### src/rtl/tetris_cmd_scheduler_pkg.sv
`default_nettype none
// ============================================================================
// Module   : tetris_cmd_pkg (package)
// Purpose  : Shared definitions for the tetris command scheduler: command
//            width, command codes and the source index used for the
//            pending-flag vector.
// Ports    : none (package)
// Revision : 1.0 - initial release
// ============================================================================
package tetris_cmd_pkg;

  localparam int CMD_W   = 3;
  localparam int NUM_SRC = 6;

  // Command codes; 0 and 7 are never emitted
  localparam logic [CMD_W-1:0] CMD_NONE  = 3'd0;
  localparam logic [CMD_W-1:0] CMD_ROT   = 3'd1;
  localparam logic [CMD_W-1:0] CMD_RIGHT = 3'd2;
  localparam logic [CMD_W-1:0] CMD_LEFT  = 3'd3;
  localparam logic [CMD_W-1:0] CMD_SOFT  = 3'd4;
  localparam logic [CMD_W-1:0] CMD_HARD  = 3'd5;
  localparam logic [CMD_W-1:0] CMD_GRAV  = 3'd6;

  // Bit positions in the pending-flag vector
  typedef enum logic [2:0] {
    SRC_ROT   = 3'd0,
    SRC_RIGHT = 3'd1,
    SRC_LEFT  = 3'd2,
    SRC_SOFT  = 3'd3,
    SRC_HARD  = 3'd4,
    SRC_GRAV  = 3'd5
  } src_e;

endpackage
`default_nettype wire

### src/rtl/tetris_cmd_scheduler_if.sv
`default_nettype none
// ============================================================================
// Module   : tetris_cmd_scheduler_if
// Purpose  : Valid/ready command stream from the scheduler to game logic.
// Ports    : cmd_valid (head valid), cmd_code (head command),
//            cmd_ready (consumer accepts head).
//            master = scheduler side, slave = game-logic side.
// Revision : 1.0 - initial release
// ============================================================================
interface tetris_cmd_scheduler_if;
  import tetris_cmd_pkg::*;

  logic             cmd_valid;
  logic [CMD_W-1:0] cmd_code;
  logic             cmd_ready;

  modport master (output cmd_valid, output cmd_code, input cmd_ready);
  modport slave  (input cmd_valid, input cmd_code, output cmd_ready);

endinterface
`default_nettype wire

### src/rtl/cmd_fifo.sv
`default_nettype none
// ============================================================================
// Module   : cmd_fifo
// Purpose  : Small synchronous FIFO with occupancy count. A push while full
//            is ignored even if a pop happens in the same cycle; a pop while
//            empty is ignored. pop_data reads 0 when empty.
// Ports    : clk, rst_n (async, active-low), push/push_data, pop/pop_data,
//            count, full, empty.
// Revision : 1.0 - initial release
// ============================================================================
module cmd_fifo #(
  parameter int WIDTH = 3,
  parameter int DEPTH = 4   // power of 2, >= 2
) (
  input  wire logic                     clk,
  input  wire logic                     rst_n,
  input  wire logic                     push,
  input  wire logic [WIDTH-1:0]         push_data,
  input  wire logic                     pop,
  output logic      [WIDTH-1:0]         pop_data,
  output logic      [$clog2(DEPTH):0]   count,
  output logic                          full,
  output logic                          empty
);

  localparam int c_aw = $clog2(DEPTH);

  logic [WIDTH-1:0] r_mem [DEPTH];
  logic [c_aw-1:0]  r_wr_ptr;
  logic [c_aw-1:0]  r_rd_ptr;
  logic [c_aw:0]    r_count;
  logic             w_do_push;
  logic             w_do_pop;

  assign full      = (r_count == (c_aw+1)'(DEPTH));
  assign empty     = (r_count == '0);
  assign count     = r_count;
  assign w_do_push = push & ~full;
  assign w_do_pop  = pop & ~empty;
  assign pop_data  = empty ? '0 : r_mem[r_rd_ptr];

  // Storage is not reset: the empty gate on pop_data hides stale entries
  always_ff @(posedge clk) begin
    if (w_do_push) r_mem[r_wr_ptr] <= push_data;
  end

  // Pointers are exactly c_aw bits, so they wrap modulo DEPTH naturally
  always_ff @(posedge clk or negedge rst_n) begin
    if (!rst_n) begin
      r_wr_ptr <= '0;
      r_rd_ptr <= '0;
      r_count  <= '0;
    end else begin
      if (w_do_push) r_wr_ptr <= r_wr_ptr + 1'b1;
      if (w_do_pop)  r_rd_ptr <= r_rd_ptr + 1'b1;
      case ({w_do_push, w_do_pop})
        2'b10:   r_count <= r_count + 1'b1;
        2'b01:   r_count <= r_count - 1'b1;
        default: r_count <= r_count;
      endcase
    end
  end

endmodule
`default_nettype wire

### src/rtl/tetris_cmd_scheduler.sv
`default_nettype none
// ============================================================================
// Module   : tetris_cmd_scheduler
// Purpose  : Merges five button pulses and a gravity tick into one ordered
//            command stream: one pending flag per source, fixed-priority
//            arbiter (HARD > ROT > LEFT > RIGHT > SOFT > GRAV) pushing into
//            a FIFO drained over a valid/ready handshake.
// Ports    : clk, rst_n (async, active-low)
//            pls_c/e/w/s/n   one-cycle button pulses
//            held_e/w/s      button levels (auto-repeat only)
//            run             game active; gates gravity and capture
//            cmd_if          master side of the command stream
//            drop_cnt        saturating count of merged events
// Config   : `define TETRIS_AUTO_REPEAT_EN adds DAS auto-repeat on E/W/S.
// Revision : 1.0 - initial release
// ============================================================================
module tetris_cmd_scheduler
  import tetris_cmd_pkg::*;
#(
  parameter int unsigned GRAVITY_DIV = 50000000,
  parameter int unsigned DAS_DELAY   = 8000000,
  parameter int unsigned DAS_RATE    = 2000000,
  parameter int          FIFO_DEPTH  = 4
) (
  input  wire logic                   clk,
  input  wire logic                   rst_n,
  input  wire logic                   pls_c,
  input  wire logic                   pls_e,
  input  wire logic                   pls_w,
  input  wire logic                   pls_s,
  input  wire logic                   pls_n,
  input  wire logic                   held_e,
  input  wire logic                   held_w,
  input  wire logic                   held_s,
  input  wire logic                   run,
  tetris_cmd_scheduler_if.master      cmd_if,
  output logic [7:0]                  drop_cnt
);

  localparam int c_gw = (GRAVITY_DIV > 2) ? $clog2(GRAVITY_DIV) : 1;
  localparam logic [c_gw-1:0] c_grav_last = c_gw'(GRAVITY_DIV - 1);

  logic [NUM_SRC-1:0]      r_flag;
  logic [NUM_SRC-1:0]      w_evt;
  logic [NUM_SRC-1:0]      w_grant;
  logic [NUM_SRC-1:0]      w_drop;
  logic [2:0]              w_drop_num;
  logic [8:0]              w_drop_sum;
  logic [7:0]              r_drop_cnt;
  logic [c_gw-1:0]         r_grav_cnt;
  logic                    w_tick;
  logic [2:0]              w_rep;       // {S, W, E} auto-repeat events
  logic [CMD_W-1:0]        w_push_code;
  logic                    w_push;
  logic                    w_full;
  logic                    w_empty;
  logic [CMD_W-1:0]        w_head;
  logic [$clog2(FIFO_DEPTH):0] w_count_unused;

  // ---------------------------------------------------------------- repeat
`ifdef TETRIS_AUTO_REPEAT_EN
  logic [2:0] w_held;
  assign w_held = {held_s, held_w, held_e};

  for (genvar g = 0; g < 3; g++) begin : g_rep
    logic [31:0] r_cnt;
    logic        r_armed;   // first repeat done; later ones use DAS_RATE
    logic [31:0] w_limit;

    assign w_limit  = r_armed ? 32'(DAS_RATE - 1) : 32'(DAS_DELAY - 1);
    assign w_rep[g] = run & w_held[g] & (r_cnt == w_limit);

    always_ff @(posedge clk or negedge rst_n) begin
      if (!rst_n) begin
        r_cnt   <= '0;
        r_armed <= 1'b0;
      end else if (!run || !w_held[g]) begin
        r_cnt   <= '0;
        r_armed <= 1'b0;
      end else if (r_cnt == w_limit) begin
        r_cnt   <= '0;
        r_armed <= 1'b1;
      end else begin
        r_cnt   <= r_cnt + 1'b1;
      end
    end
  end
`else
  logic w_held_unused;
  localparam int unsigned c_das_unused = DAS_DELAY + DAS_RATE;
  assign w_held_unused = held_e ^ held_w ^ held_s;
  assign w_rep         = '0;
`endif

  // --------------------------------------------------------------- gravity
  assign w_tick = run & (r_grav_cnt == c_grav_last);

  always_ff @(posedge clk or negedge rst_n) begin
    if (!rst_n) begin
      r_grav_cnt <= '0;
    end else if (!run || w_tick || w_grant[SRC_SOFT] || w_grant[SRC_HARD]) begin
      r_grav_cnt <= '0;
    end else begin
      r_grav_cnt <= r_grav_cnt + 1'b1;
    end
  end

  // ---------------------------------------------------------------- events
  always_comb begin
    w_evt            = '0;
    w_evt[SRC_ROT]   = pls_c;
    w_evt[SRC_RIGHT] = pls_e | w_rep[0];
    w_evt[SRC_LEFT]  = pls_w | w_rep[1];
    w_evt[SRC_SOFT]  = pls_s | w_rep[2];
    w_evt[SRC_HARD]  = pls_n;
    w_evt[SRC_GRAV]  = w_tick;
  end

  // ---------------------------------------------------------------- arbiter
  always_comb begin
    w_grant     = '0;
    w_push_code = CMD_NONE;
    if (run && !w_full) begin
      if (r_flag[SRC_HARD]) begin
        w_grant[SRC_HARD] = 1'b1;  w_push_code = CMD_HARD;
      end else if (r_flag[SRC_ROT]) begin
        w_grant[SRC_ROT] = 1'b1;   w_push_code = CMD_ROT;
      end else if (r_flag[SRC_LEFT]) begin
        w_grant[SRC_LEFT] = 1'b1;  w_push_code = CMD_LEFT;
      end else if (r_flag[SRC_RIGHT]) begin
        w_grant[SRC_RIGHT] = 1'b1; w_push_code = CMD_RIGHT;
      end else if (r_flag[SRC_SOFT]) begin
        w_grant[SRC_SOFT] = 1'b1;  w_push_code = CMD_SOFT;
      end else if (r_flag[SRC_GRAV]) begin
        w_grant[SRC_GRAV] = 1'b1;  w_push_code = CMD_GRAV;
      end
    end
  end

  assign w_push = |w_grant;

  // An event on a flag that is set and not leaving this cycle is merged
  assign w_drop = run ? (w_evt & r_flag & ~w_grant) : '0;

  always_comb begin
    w_drop_num = '0;
    for (int i = 0; i < NUM_SRC; i++) begin
      w_drop_num = w_drop_num + {2'b00, w_drop[i]};
    end
  end

  assign w_drop_sum = {1'b0, r_drop_cnt} + {6'b0, w_drop_num};

  always_ff @(posedge clk or negedge rst_n) begin
    if (!rst_n) begin
      r_flag     <= '0;
      r_drop_cnt <= '0;
    end else begin
      r_flag     <= run ? ((r_flag & ~w_grant) | w_evt) : '0;
      r_drop_cnt <= w_drop_sum[8] ? 8'hFF : w_drop_sum[7:0];
    end
  end

  assign drop_cnt = r_drop_cnt;

  // ------------------------------------------------------------------- fifo
  cmd_fifo #(
    .WIDTH (CMD_W),
    .DEPTH (FIFO_DEPTH)
  ) u_fifo (
    .clk       (clk),
    .rst_n     (rst_n),
    .push      (w_push),
    .push_data (w_push_code),
    .pop       (cmd_if.cmd_ready),
    .pop_data  (w_head),
    .count     (w_count_unused),
    .full      (w_full),
    .empty     (w_empty)
  );

  assign cmd_if.cmd_valid = ~w_empty;
  assign cmd_if.cmd_code  = w_head;

endmodule
`default_nettype wire

### src/flat_wrapper.sv
// flat-port wrapper written by rule: the top's interface ports become plain ports
module tetris_cmd_scheduler_flat import tetris_cmd_pkg::*;
#(
  parameter int unsigned GRAVITY_DIV = 50000000,
  parameter int unsigned DAS_DELAY   = 8000000,
  parameter int unsigned DAS_RATE    = 2000000,
  parameter int          FIFO_DEPTH  = 4
)
  (clk, rst_n, pls_c, pls_e, pls_w, pls_s, pls_n, held_e, held_w, held_s, run, drop_cnt, cmd_if_cmd_valid, cmd_if_cmd_code, cmd_if_cmd_ready);
  tetris_cmd_scheduler_if cmd_if_i ();
  input  wire logic clk;
  input  wire logic rst_n;
  input  wire logic pls_c;
  input  wire logic pls_e;
  input  wire logic pls_w;
  input  wire logic pls_s;
  input  wire logic pls_n;
  input  wire logic held_e;
  input  wire logic held_w;
  input  wire logic held_s;
  input  wire logic run;
  output logic [7:0] drop_cnt;
  output wire logic [$bits(cmd_if_i.cmd_valid)-1:0] cmd_if_cmd_valid;
  output wire logic [$bits(cmd_if_i.cmd_code)-1:0] cmd_if_cmd_code;
  input wire logic [$bits(cmd_if_i.cmd_ready)-1:0] cmd_if_cmd_ready;
  assign cmd_if_cmd_valid = cmd_if_i.cmd_valid;
  assign cmd_if_cmd_code = cmd_if_i.cmd_code;
  assign cmd_if_i.cmd_ready = cmd_if_cmd_ready;
  tetris_cmd_scheduler #(.GRAVITY_DIV(GRAVITY_DIV), .DAS_DELAY(DAS_DELAY), .DAS_RATE(DAS_RATE), .FIFO_DEPTH(FIFO_DEPTH)) u_core (.clk(clk), .rst_n(rst_n), .pls_c(pls_c), .pls_e(pls_e), .pls_w(pls_w), .pls_s(pls_s), .pls_n(pls_n), .held_e(held_e), .held_w(held_w), .held_s(held_s), .run(run), .cmd_if(cmd_if_i), .drop_cnt(drop_cnt));
endmodule
### config.mk
export PLATFORM = sky130hd
export DESIGN_NAME = tetris_cmd_scheduler_flat
export DESIGN_NICKNAME = d
export VERILOG_FILES = /design/src/rtl/tetris_cmd_scheduler_pkg.sv /design/src/rtl/tetris_cmd_scheduler_if.sv /design/src/rtl/cmd_fifo.sv /design/src/rtl/tetris_cmd_scheduler.sv /design/src/flat_wrapper.sv
export SDC_FILE = /design/constraint.sdc
export NUM_CORES = 1
export LEC_CHECK = 0
export ABC_AREA = 1
export ABC_CLOCK_PERIOD_IN_PS = 8300
export BUFFER_PORTS_ARGS = -buffer_cell sky130_fd_sc_hd__buf_2
export CAP_MARGIN = 0
export CORE_ASPECT_RATIO = 2
export CORE_MARGIN = 8
export CORE_UTILIZATION = 47
export DETAILED_ROUTE_END_ITERATION = 16
export MAX_ROUTING_LAYER = met4
export SYNTH_ARGS = -nofsm -noshare
export SYNTH_HDL_FRONTEND = slang
export SYNTH_HIERARCHICAL = 1
export SYNTH_SLANG_ARGS = --single-unit
### constraint.sdc
create_clock -name clk -period 8.3 [get_ports clk]
set_input_delay 2.075 -clock clk [delete_from_list [all_inputs] [get_ports clk]]
set_output_delay 2.075 -clock clk [all_outputs]
set_load 0.03 [all_outputs]
==> run_results.csv, run 1 <==
group,metric,value,unit
die,die_w,77.1,um
power,ir_drop,169,uV
min_path,hold_class,"reg2reg",
clock_network,cts-buffers-inserted,9,
power,powerDensity,284,nW/um^2
synthesis,synth.distinct_cells,30,
timing,period_needed,5320,ps
critical_path,r2r_cells,19,
critical_path,critPathRequiredTime,8540,ps
placed_design,dp_slack,2630,ps
timing,skew,5.21,ps
power,total_leakage_power,1.83,nW
timing,fmax,188,MHz
clock_network,ctsHoldBuffers,0,
critical_path,crit_path_end_kind,"flip-flop",
drt,drtPass1Iterations,4,
die,start_util,48.2,%
placed_design,dp_hpwl,5.67,mm
timing,whs,497,ps
grt,grt_pass1_vias,2812,
finish,syn2layout_area_growth,14.1,%
timing,setup_violations,0,
die,coreArea,7270,sq um
clock_network,clk_pin_slew,50,ps
clock_network,postCtsSetupRepairBufs,0,
power,p_sw_share,34.4,%
synthesis,yosysSeqAreaShare,43.8,%
clock_network,cts_buffer_depth,2,
clock_network,clock-root-buffer,"clkbuf_16",
clock_network,cts-htree-levels,3,
finish,nNetsFinal,494,
run_status,status,"completed",
clock_network,cts.sinks,59,
synthesis,synth_nets,467,
timing,slew_viol_final,0,
drt,ant_nets,0,
power,pwr-share-clk,36.5,%
critical_path,start_kind,"primary input",
die,top_level_ports,24,
min_path,holdPathStages,1,
critical_path,worstPathCellList,"buf_2 -> nand2_4 -> inv_4 -> a21oi_1 -> inv_1 -> nor3_1 -> fa_1 -> fa_1 -> inv_1 -> fa_1 -> fa_1 -> nor2_1 -> nor2_1 -> nor3_1 -> nand2_1 -> o21ai_0",
critical_path,cpMostUsedCell,"fa_1",
power,seq_power_share,34.5,%
finish,antenna_cells,0,
drt,vias,2787,
drt,wl_per_cell,13.2,um
power,switchingPower,0.390,mW
die,rows,44,
grt,overflow,0,
flow_run,maxCapViolCount,0,
power,power.internal,0.744,mW
placed_design,place_area,3670,sq um
die,dieArea,10600,sq um
grt,grt_pass1_wl,12.8,mm
critical_path,cpMaxStageDelayCell,"fa_1",
finish,final-seq-area,1540,sq um
timing,rsz0062_at_grt,"false",
timing,min_period_over_period,64.1,%
placed_design,portBuffers,20,
critical_path,max_stage_delay,560,ps
drt,drtIter0Drc,166,
timing,finalSetupTns,0,ps
synthesis,syn_area_per_cell,7.95,sq um
clock_network,clock_latency,320,ps
critical_path,path_class,"in2reg",
finish,fillers,713,
synthesis,syn_inst,441,
synthesis,yosysWarnings,6,
finish,final_area,4000,sq um
timing,worst_pin_slew,1060,ps
drt,remaining_drc_errors,0,
critical_path,crit_fanout,8,
clock_network,postCtsResizedCells,0,
timing,slew_headroom,29.5,%
drt,via_per_inst,4.93,
clock_network,cts_tree,"built",
die,die_y,138,um
grt,grt.total_usage,15.4,%
finish,multi_input_area,1640,sq um
grt,grt_antenna_before_repair,0,
power,p_comb_share,29.1,%
finish,layout-drive-gt1-share,14.8,%
critical_path,critPathArrivalTime,5560,ps
drt,wl,7.43,mm
grt,grt_max_degree,48,
timing,fin_ws,2980,ps
synthesis,yosys_register_bits,59,
timing,hold_violations,0,
placed_design,place_congestion,0.864,
synthesis,synth_area,3500,sq um
[synth_stat cells]
| cell type | n | area, sq um |
|---|---|---|
| a21o_1 | 1 | 7.51 |
| a21oi_1 | 5 | 25.0 |
| a21oi_2 | 3 | 26.3 |
| and2_1 | 1 | 6.26 |
| buf_12 | 1 | 20.0 |
| buf_6 | 3 | 33.8 |
| dfrtp_1 | 47 | 1180 |
| edfxtp_1 | 12 | 360 |
| fa_1 | 5 | 100 |
| ha_1 | 9 | 113 |
| inv_1 | 65 | 244 |
| inv_2 | 4 | 15.0 |
| inv_4 | 2 | 12.5 |
| nand2_1 | 106 | 398 |
| nand2_2 | 2 | 12.5 |
| nand2_4 | 4 | 45.0 |
| nand3_1 | 31 | 155 |
| nand3_2 | 4 | 40.0 |
| nand3b_1 | 6 | 45.0 |
| nand4_1 | 3 | 18.8 |
| nor2_1 | 76 | 285 |
| nor2_2 | 11 | 68.8 |
| nor2_4 | 5 | 56.3 |
| nor3_1 | 4 | 20.0 |
| o21ai_0 | 11 | 55.1 |
| o21ai_1 | 1 | 5.00 |
| o31ai_1 | 1 | 7.51 |
| or2_2 | 2 | 12.5 |
| xnor2_1 | 6 | 52.6 |
| xor2_1 | 10 | 87.6 |
[state kept, by name, summed over array words and instances (netlist names)]
signal	flops
u_core/drop_cnt	8
u_core/u_fifo/r_rd_ptr	2
u_core/u_fifo/count	3
u_core/r_flag	6
u_core/r_grav_cnt	26
u_core/u_fifo/r_wr_ptr	2
u_core/u_fifo/r_mem	12
[worst max-delay path, delay by kind of cell]
kind	cells	cell delay, ps
adder cells (fa/ha/maj)	4	1910
AND/OR/NAND/NOR	6	990
buffers and inverters	4	330
AO/OA/AOI/OAI	2	250
[kinds of logic after synthesis]
| family | synth area share [%] |
|---|---|
| xor+xnor | 4.00 |
| buf+inv | 9.28 |
| fa+ha+maj | 6.07 |
| compound gates | 3.61 |
| flops | 43.8 |
| simple gates | 33.2 |
[per-layer routing]
layer	share of wire, %	vias up	routed length, um	GRT usage (%)
li1	-	1415	-	-
met1	36	1293	2650	13.9
met2	58	60	4300	29.0
met3	3.3	19	248	3.77
met4	3.1	0	229	7.21
met5	0	-	0	-
[final cells by class]
type,count,area share (%)
clock inverters,7,2.66
well taps,92,2.88
multi-input cells,307,41.1
repair buffers,20,2.50
clock buffers,9,5.63
inverters,71,6.79
flip-flops and latches,59,38.4
[layout by cell type (no fill, tap or decap), types with 4 or more instances in the layout]
| cell type | count |
|---|---|
| nand2_1 | 106 |
| nor2_1 | 76 |
| inv_1 | 65 |
| dfrtp_1 | 47 |
| nand3_1 | 31 |
| buf_2 | 20 |
| edfxtp_1 | 12 |
| nor2_2 | 11 |
| o21ai_0 | 11 |
| xor2_1 | 10 |
| clkbuf_16 | 9 |
| ha_1 | 9 |
| nand3b_1 | 6 |
| xnor2_1 | 6 |
| a21oi_1 | 5 |
| nor2_4 | 5 |
| fa_1 | 5 |
| nand2_4 | 4 |
| nor3_1 | 4 |
| nand3_2 | 4 |
| inv_2 | 4 |
[metrics by stage]
stage | power (mW) | std cells | util, %
final | 1.13 | 565 | 55.0
after floorplan | 0.645 | 441 | -
after global placement | 0.717 | 549 | 50.4
after CTS | 1.15 | 565 | 55.0
after detailed placement | 0.729 | 549 | 50.4
after global routing | 1.21 | 565 | 55.0
[power by group through the flow]
stage               Combinational, mW  Sequential [mW]  Clock, mW
floorplan                       0.238            0.407          0
global placement                0.325            0.393          0
detailed placement              0.333            0.396          0
CTS                             0.336            0.391      0.424
global route                    0.376            0.397      0.435
finish                          0.330            0.391      0.413
[final timing paths]
check | startpoint | to | slack, ps
setup / recovery | run | u_core/drop_cnt[6] | 2980
hold / removal | u_core/u_fifo/count[0] | u_core/u_fifo/count[0] | 500
setup reg to reg | u_core/u_fifo/count[0] | u_core/drop_cnt[6] | 4060
hold reg to reg | u_core/u_fifo/count[0] | u_core/u_fifo/count[0] | 500
max in group asynchronous | rst_n | u_core/r_grav_cnt[6] | 5700
min in group asynchronous | rst_n | u_core/drop_cnt[6] | 1930
No activity file was read; power rests on OpenSTA's default activity.
==> run 2, diff against run 1 <==
Settings changed: ABC_AREA 1 to 0, ABC_CLOCK_PERIOD_IN_PS 8300 to 5100.
Clock period 8.3 ns to 5.1 ns, I/O delays scaled along.
==> run_results.csv, run 2 <==
group,metric,value,unit
critical_path,crit_buf_inv,3,
finish,syn2layout_area_growth,13.7,%
grt,grt_pass1_vias,2138,
grt,grt_max_degree,48,
synthesis,post-synth-top-area-fraction,38.0,%
power,power,1.63,mW
critical_path,cpMostUsedCell,"fa_1",
timing,rsz0062_at_grt,"false",
synthesis,synth_nets,301,
synthesis,syn_area_per_cell,11.2,sq um
placed_design,portBuffers,20,
clock_network,clock-root-buffer,"clkbuf_16",
power,ir_drop,303,uV
timing,whs,488,ps
die,coreArea,6520,sq um
synthesis,synth.distinct_cells,43,
clock_network,cts-htree-levels,3,
grt,overflow,0,
drt,via_per_inst,5.16,
finish,nNetsFinal,326,
drt,drtIter0Drc,123,
finish,stdcell_count,393,
critical_path,critPathRequiredTime,5360,ps
grt,grt_antenna_before_repair,0,
critical_path,critPathArrivalTime,4540,ps
synthesis,yosysSeqAreaShare,49.7,%
synthesis,synthFlopType,"dfrtp_1",
critical_path,cpMaxStageDelayCell,"fa_1",
synthesis,yosys.area.top_type,"dfrtp_1",
synthesis,syn_inst,275,
power,total_leakage_power,1.54,nW
clock_network,postCtsResizedCells,0,
drt,wl,5.47,mm
die,top_level_ports,24,
power,switchingPower,0.522,mW
finish,largest_reg_flops,26,
die,die_y,131,um
die,rows,42,
grt,grt_pass1_wl,9.70,mm
placed_design,place_congestion,0.780,
critical_path,start_kind,"primary input",
critical_path,max_stage_delay,550,ps
drt,wl_per_cell,13.9,um
finish,layout_common_cells,"47 x dfrtp_1, 38 x nor2_1, 20 x buf_2",
finish,antenna_cells,0,
clock_network,cts-buffers-inserted,9,
power,powerDensity,464,nW/um^2
finish,mostFrequentLayoutCell,"dfrtp_1",
timing,slew_headroom,30.3,%
timing,skew,4.24,ps
critical_path,path_class,"in2reg",
critical_path,crit_fanout,15,
run_status,status,"completed",
synthesis,synth_area,3090,sq um
drt,vias,2029,
grt,grt.total_usage,13.7,%
critical_path,crit_family,"adder cells",
synthesis,yosys_register_bits,59,
placed_design,dpl.cell_count,377,
clock_network,cts_buffer_depth,2,
timing,fmax,234,MHz
power,power.internal,1.11,mW
clock_network,cts_tree,"built",
critical_path,worstPathCellList,"buf_2 -> and3_1 -> fa_1 -> fa_1 -> inv_1 -> fa_1 -> fa_1 -> inv_1 -> a21oi_1 -> nor3b_1 -> nand3_1 -> nand2_1",
power,p_sw_share,32.0,%
timing,period_needed,4280,ps
timing,finalSetupTns,0,ps
min_path,hold_class,"reg2reg",
clock_network,postCtsSetupRepairBufs,0,
drt,remaining_drc_errors,0,
power,p_comb_share,26.5,%
power,pwr-share-clk,34.6,%
finish,layout-drive-gt1-share,16.1,%
clock_network,cts.sinks,59,
power,seq_power_share,38.9,%
flow_run,maxCapViolCount,0,
timing,worst_pin_slew,1040,ps
finish,regMostFlops,"u_core/r_grav_cnt",
drt,drtPass1Iterations,4,
synthesis,async_flop_share,79.7,%
synthesis,yosysWarnings,6,
clock_network,clock_latency,320,ps
synthesis,yosysMostFrequentCell,"dfrtp_1",
clock_network,clk_pin_slew,50,ps
placed_design,dp_slack,464,ps
drt,ant_nets,0,
timing,setup_violations,0,
die,dieArea,9590,sq um
timing,hold_violations,0,
die,die_w,73.4,um
placed_design,dp_hpwl,3.81,mm
timing,min_period_over_period,84.0,%
synthesis,synth_edf_count,12,
timing,slew_viol_final,0,
synthesis,synth_common_cells,"47 x dfrtp_1, 38 x nor2_1, 19 x xor2_1, 16 x inv_1, 16 x nand2_1",
critical_path,crit_path_end_kind,"flip-flop",
timing,fin_ws,818,ps
clock_network,ctsHoldBuffers,0,
die,start_util,47.5,%
synthesis,synthTopCellsByArea,"dfrtp_1 38%, edfxtp_1 12%, xor2_1 5.4%",
==> run 2: cell count changes after synthesis, moves of 6 or more <==
cell,before,now
inv_1,65,16
nand3_1,31,14
nor2_1,76,38
o21a_1,0,6
xnor2_1,6,15
o21ai_0,11,3
xor2_1,10,19
nor2_2,11,0
nor2b_1,0,12
nand2_1,106,16
==> run 2: metrics by stage <==
stage / area (sq um) / utilization (%)
after floorplan: 3090 / -
after global placement: 3230 / 49.6
after detailed placement: 3230 / 49.6
after CTS: 3520 / 54.0
after global routing: 3520 / 54.0
final: 3520 / 54.0
==> run 2: worst register-to-register path, cell delays in order, from the launching register on <==
cell and delay (ps):
dfrtp_1 450, nor3b_4 420, nor2_1 100, nor2b_1 160
and3_1 220, fa_1 460, fa_1 550, inv_1 50
fa_1 460, fa_1 410, inv_1 80, a21oi_1 100
nor3b_1 310, nand3_1 260, nand2_1 130
==> run 2: power by group through the flow <==
| stage | combinational (mW) | clock (mW) | sequential, mW |
|---|---|---|---|
| floorplan | 0.328 | 0 | 0.658 |
| global placement | 0.428 | 0 | 0.639 |
| detailed placement | 0.438 | 0 | 0.643 |
| CTS | 0.440 | 0.582 | 0.636 |
| global route | 0.493 | 0.600 | 0.647 |
| finish | 0.433 | 0.566 | 0.635 |
==> run 2: cell families after synthesis <==
group	share of synthesized area, %
buffers and inverters	4.21
DFF	49.7
adders and majority gates	6.88
xor gates and xnor gates	9.63
AOI/OAI and AO/OA	4.73
muxes	2.99
and+or+nand+nor	21.9
==> run 2: final cells by class <==
type	count	area [sq um]
inverters	16	60.1
clock buffers	9	225
multi-input cells	194	1430
well taps	88	110
repair buffers	20	100
flip-flops and latches	59	1540
clock inverters	7	58.8
fillers	617	3000
==> run 2: routing by layer <==
metal	track usage [%]	up-vias	part of all wire (%)
met5	-	-	0
met4	7.12	0	1.8
met3	4.28	7	4.3
met2	20.1	37	47
met1	16.4	1001	47
li1	-	984	-
==> run 2: path summary, 6_finish.rpt <==
| path | from | to | slack [ps] | cells after the start |
|---|---|---|---|---|
| max in group asynchronous | rst_n | u_core/u_fifo/count[1] | 3310 | 1 |
| min in group asynchronous | rst_n | u_core/r_grav_cnt[9] | 1130 | 1 |
| min | u_core/r_grav_cnt[0] | u_core/r_grav_cnt[0] | 490 | 1 |
| max reg2reg | u_core/u_fifo/count[0] | u_core/drop_cnt[5] | 870 | 14 |
| max | run | u_core/drop_cnt[5] | 820 | 12 |
| min reg2reg | u_core/r_grav_cnt[0] | u_core/r_grav_cnt[0] | 490 | 1 |
==> run 3, diff against run 2 <==
Settings changed: ABC_CLOCK_PERIOD_IN_PS 5100 to 3870, PLACE_DENSITY set to 0.67.
Clock period 5.1 ns to 3.87 ns, I/O delays scaled along.
==> run_results.csv, run 3 (same netlist as run 2, synthesis figures left out) <==
group,metric,value,unit
timing,skew,5.61,ps
timing,period_needed,3690,ps
die,dieArea,9590,sq um
critical_path,worstPathCellList,"nor3b_4 -> nor2_1 -> nor2b_2 -> and3_4 -> fa_1 -> fa_1 -> inv_1 -> fa_2 -> fa_2 -> inv_1 -> a21oi_1 -> nor3b_2 -> nand3_2 -> nand2_1",
drt,wl,5.50,mm
critical_path,crit_cells,14,
flow_run,maxCapViolCount,0,
timing,slew_viol_final,0,
drt,drtPass1Iterations,4,
finish,mostFrequentLayoutCell,"dfrtp_1",
drt,ant_nets,0,
finish,final-seq-area,1540,sq um
finish,final_area,3690,sq um
clock_network,clk_pin_slew,50,ps
drt,via_per_inst,5.04,
power,ir_drop,350,uV
drt,wl_per_cell,13.4,um
min_path,holdPathStages,1,
die,top_level_ports,24,
timing,min_period_over_period,95.3,%
critical_path,start_kind,"flip-flop",
clock_network,cts_tree,"built",
clock_network,clock-root-buffer,"clkbuf_16",
min_path,hold_class,"reg2reg",
grt,grt_pass1_wl,9.49,mm
drt,vias,2063,
critical_path,crit_buf_inv,2,
finish,layout_common_cells,"47 x dfrtp_1, 38 x nor2_1, 20 x buf_2",
timing,worst_pin_slew,1040,ps
clock_network,cts_buffer_depth,2,
drt,remaining_drc_errors,0,
clock_network,cts.sinks,59,
finish,fillers,574,
timing,whs,485,ps
clock_network,ctsHoldBuffers,0,
critical_path,max_stage_delay,550,ps
die,rows,42,
grt,grt_pass1_vias,2117,
grt,overflow,0,
grt,grt_max_degree,48,
clock_network,clock_latency,320,ps
placed_design,dp_slack,-293,ps
finish,largest_reg_flops,26,
placed_design,portBuffers,20,
finish,antenna_cells,0,
finish,multi_input_area,1450,sq um
critical_path,path_class,"reg2reg",
critical_path,critPathRequiredTime,4130,ps
power,powerDensity,622,nW/um^2
die,coreArea,6520,sq um
placed_design,place_area,3330,sq um
critical_path,crit_fanout,6,
timing,fmax,271,MHz
finish,syn2layout_area_growth,19.2,%
grt,grt_antenna_before_repair,0,
critical_path,r2r_cells,14,
die,die_y,131,um
run_status,status,"completed",
finish,final_core_util,56.6,%
clock_network,cts-htree-levels,3,
clock_network,cts-buffers-inserted,9,
critical_path,cpMaxStageDelayCell,"fa_1",
die,die_w,73.4,um
finish,regMostFlops,"u_core/r_grav_cnt",
drt,drtIter0Drc,90,
power,total_leakage_power,1.64,nW
timing,setup_violations,0,
timing,fin_ws,182,ps
critical_path,crit_family,"adder cells",
critical_path,critPathArrivalTime,3940,ps
timing,slew_headroom,30.6,%
finish,nNetsFinal,342,
placed_design,dp_hpwl,3.82,mm
placed_design,place_congestion,0.789,
critical_path,crit_path_end_kind,"flip-flop",
finish,layout-drive-gt1-share,22.7,%
timing,hold_violations,0,
grt,grt.total_usage,13.3,%
die,start_util,47.5,%
==> run 3: cell count changes in the layout (fill, tap and decap cells not counted), sizes merged <==
cell      previous run  this run
buf                 20        36
bufinv               1         2
clkinvlp             1         0
==> run 3: worst reg2reg max path, delay by kind of cell, from the launching register on <==
kind / cells / cell delay (ps)
flip-flops: 1 / 410
adder cells (fa/ha/maj): 4 / 1740
AND/OR/NAND/NOR: 7 / 1280
buffers and inverters: 2 / 120
AO/OA/AOI/OAI: 1 / 90
==> run 3: timing repair <==
action	4_1_cts	5_1_grt
endpoints found under the setup margin	7	7
setup buffers	1	2
resized for setup	2	5
pin swaps	2	4
==> run 3: area by class of cell <==
type,instances,share of cell area [%]
Timing Repair Buffer,36,5.97
Clock buffer,9,6.11
Sequential cell,59,41.7
Tap cell,88,2.99
Multi-Input combinational cell,194,39.4
Inverter,16,1.63
Clock inverter,7,2.24
==> run 3: worst paths after layout <==
path	startpoint	endpoint	slack, ps
max in group asynchronous	rst_n	u_core/r_grav_cnt[3]	2390
worst max register to register	u_core/u_fifo/count[0]	u_core/drop_cnt[0]	180
worst min-delay path	u_core/r_grav_cnt[0]	u_core/r_grav_cnt[0]	490
worst min register to register	u_core/r_grav_cnt[0]	u_core/r_grav_cnt[0]	490
min in group asynchronous	rst_n	u_core/r_grav_cnt[16]	830
worst max-delay path	u_core/u_fifo/count[0]	u_core/drop_cnt[0]	180
==> run 3: report_power, final <==
group | internal (mW) | total [mW] | switching, mW
clock network | 0.554 | 0.809 | 0.255
logic | 0.295 | 0.660 | 0.365
registers | 0.741 | 0.825 | 0.0846
==> run 3: layer usage <==
layer  part of all wire [%]  vias to the layer above  global-route usage (%)
met2                     49                       31                    19.8
met3                    3.3                        8                    3.82
met4                    2.1                        0                    7.24
met5                      0                        -                       -
li1                       -                     1019                       -
met1                     46                     1005                    15.8
==> run 3: through the flow <==
| stage | power, mW | instances | TNS [ps] |
|---|---|---|---|
| 6_report | 2.29 | 409 | 0 |
| 5_1_grt | 2.43 | 409 | -4.10 |
| 4_1_cts | 2.31 | 407 | 0 |
| 3_5_place_dp | 1.48 | 390 | -1850 |
| 3_3_place_gp | 1.45 | 390 | -1320 |
| 2_1_floorplan | 1.30 | 275 | 0 |
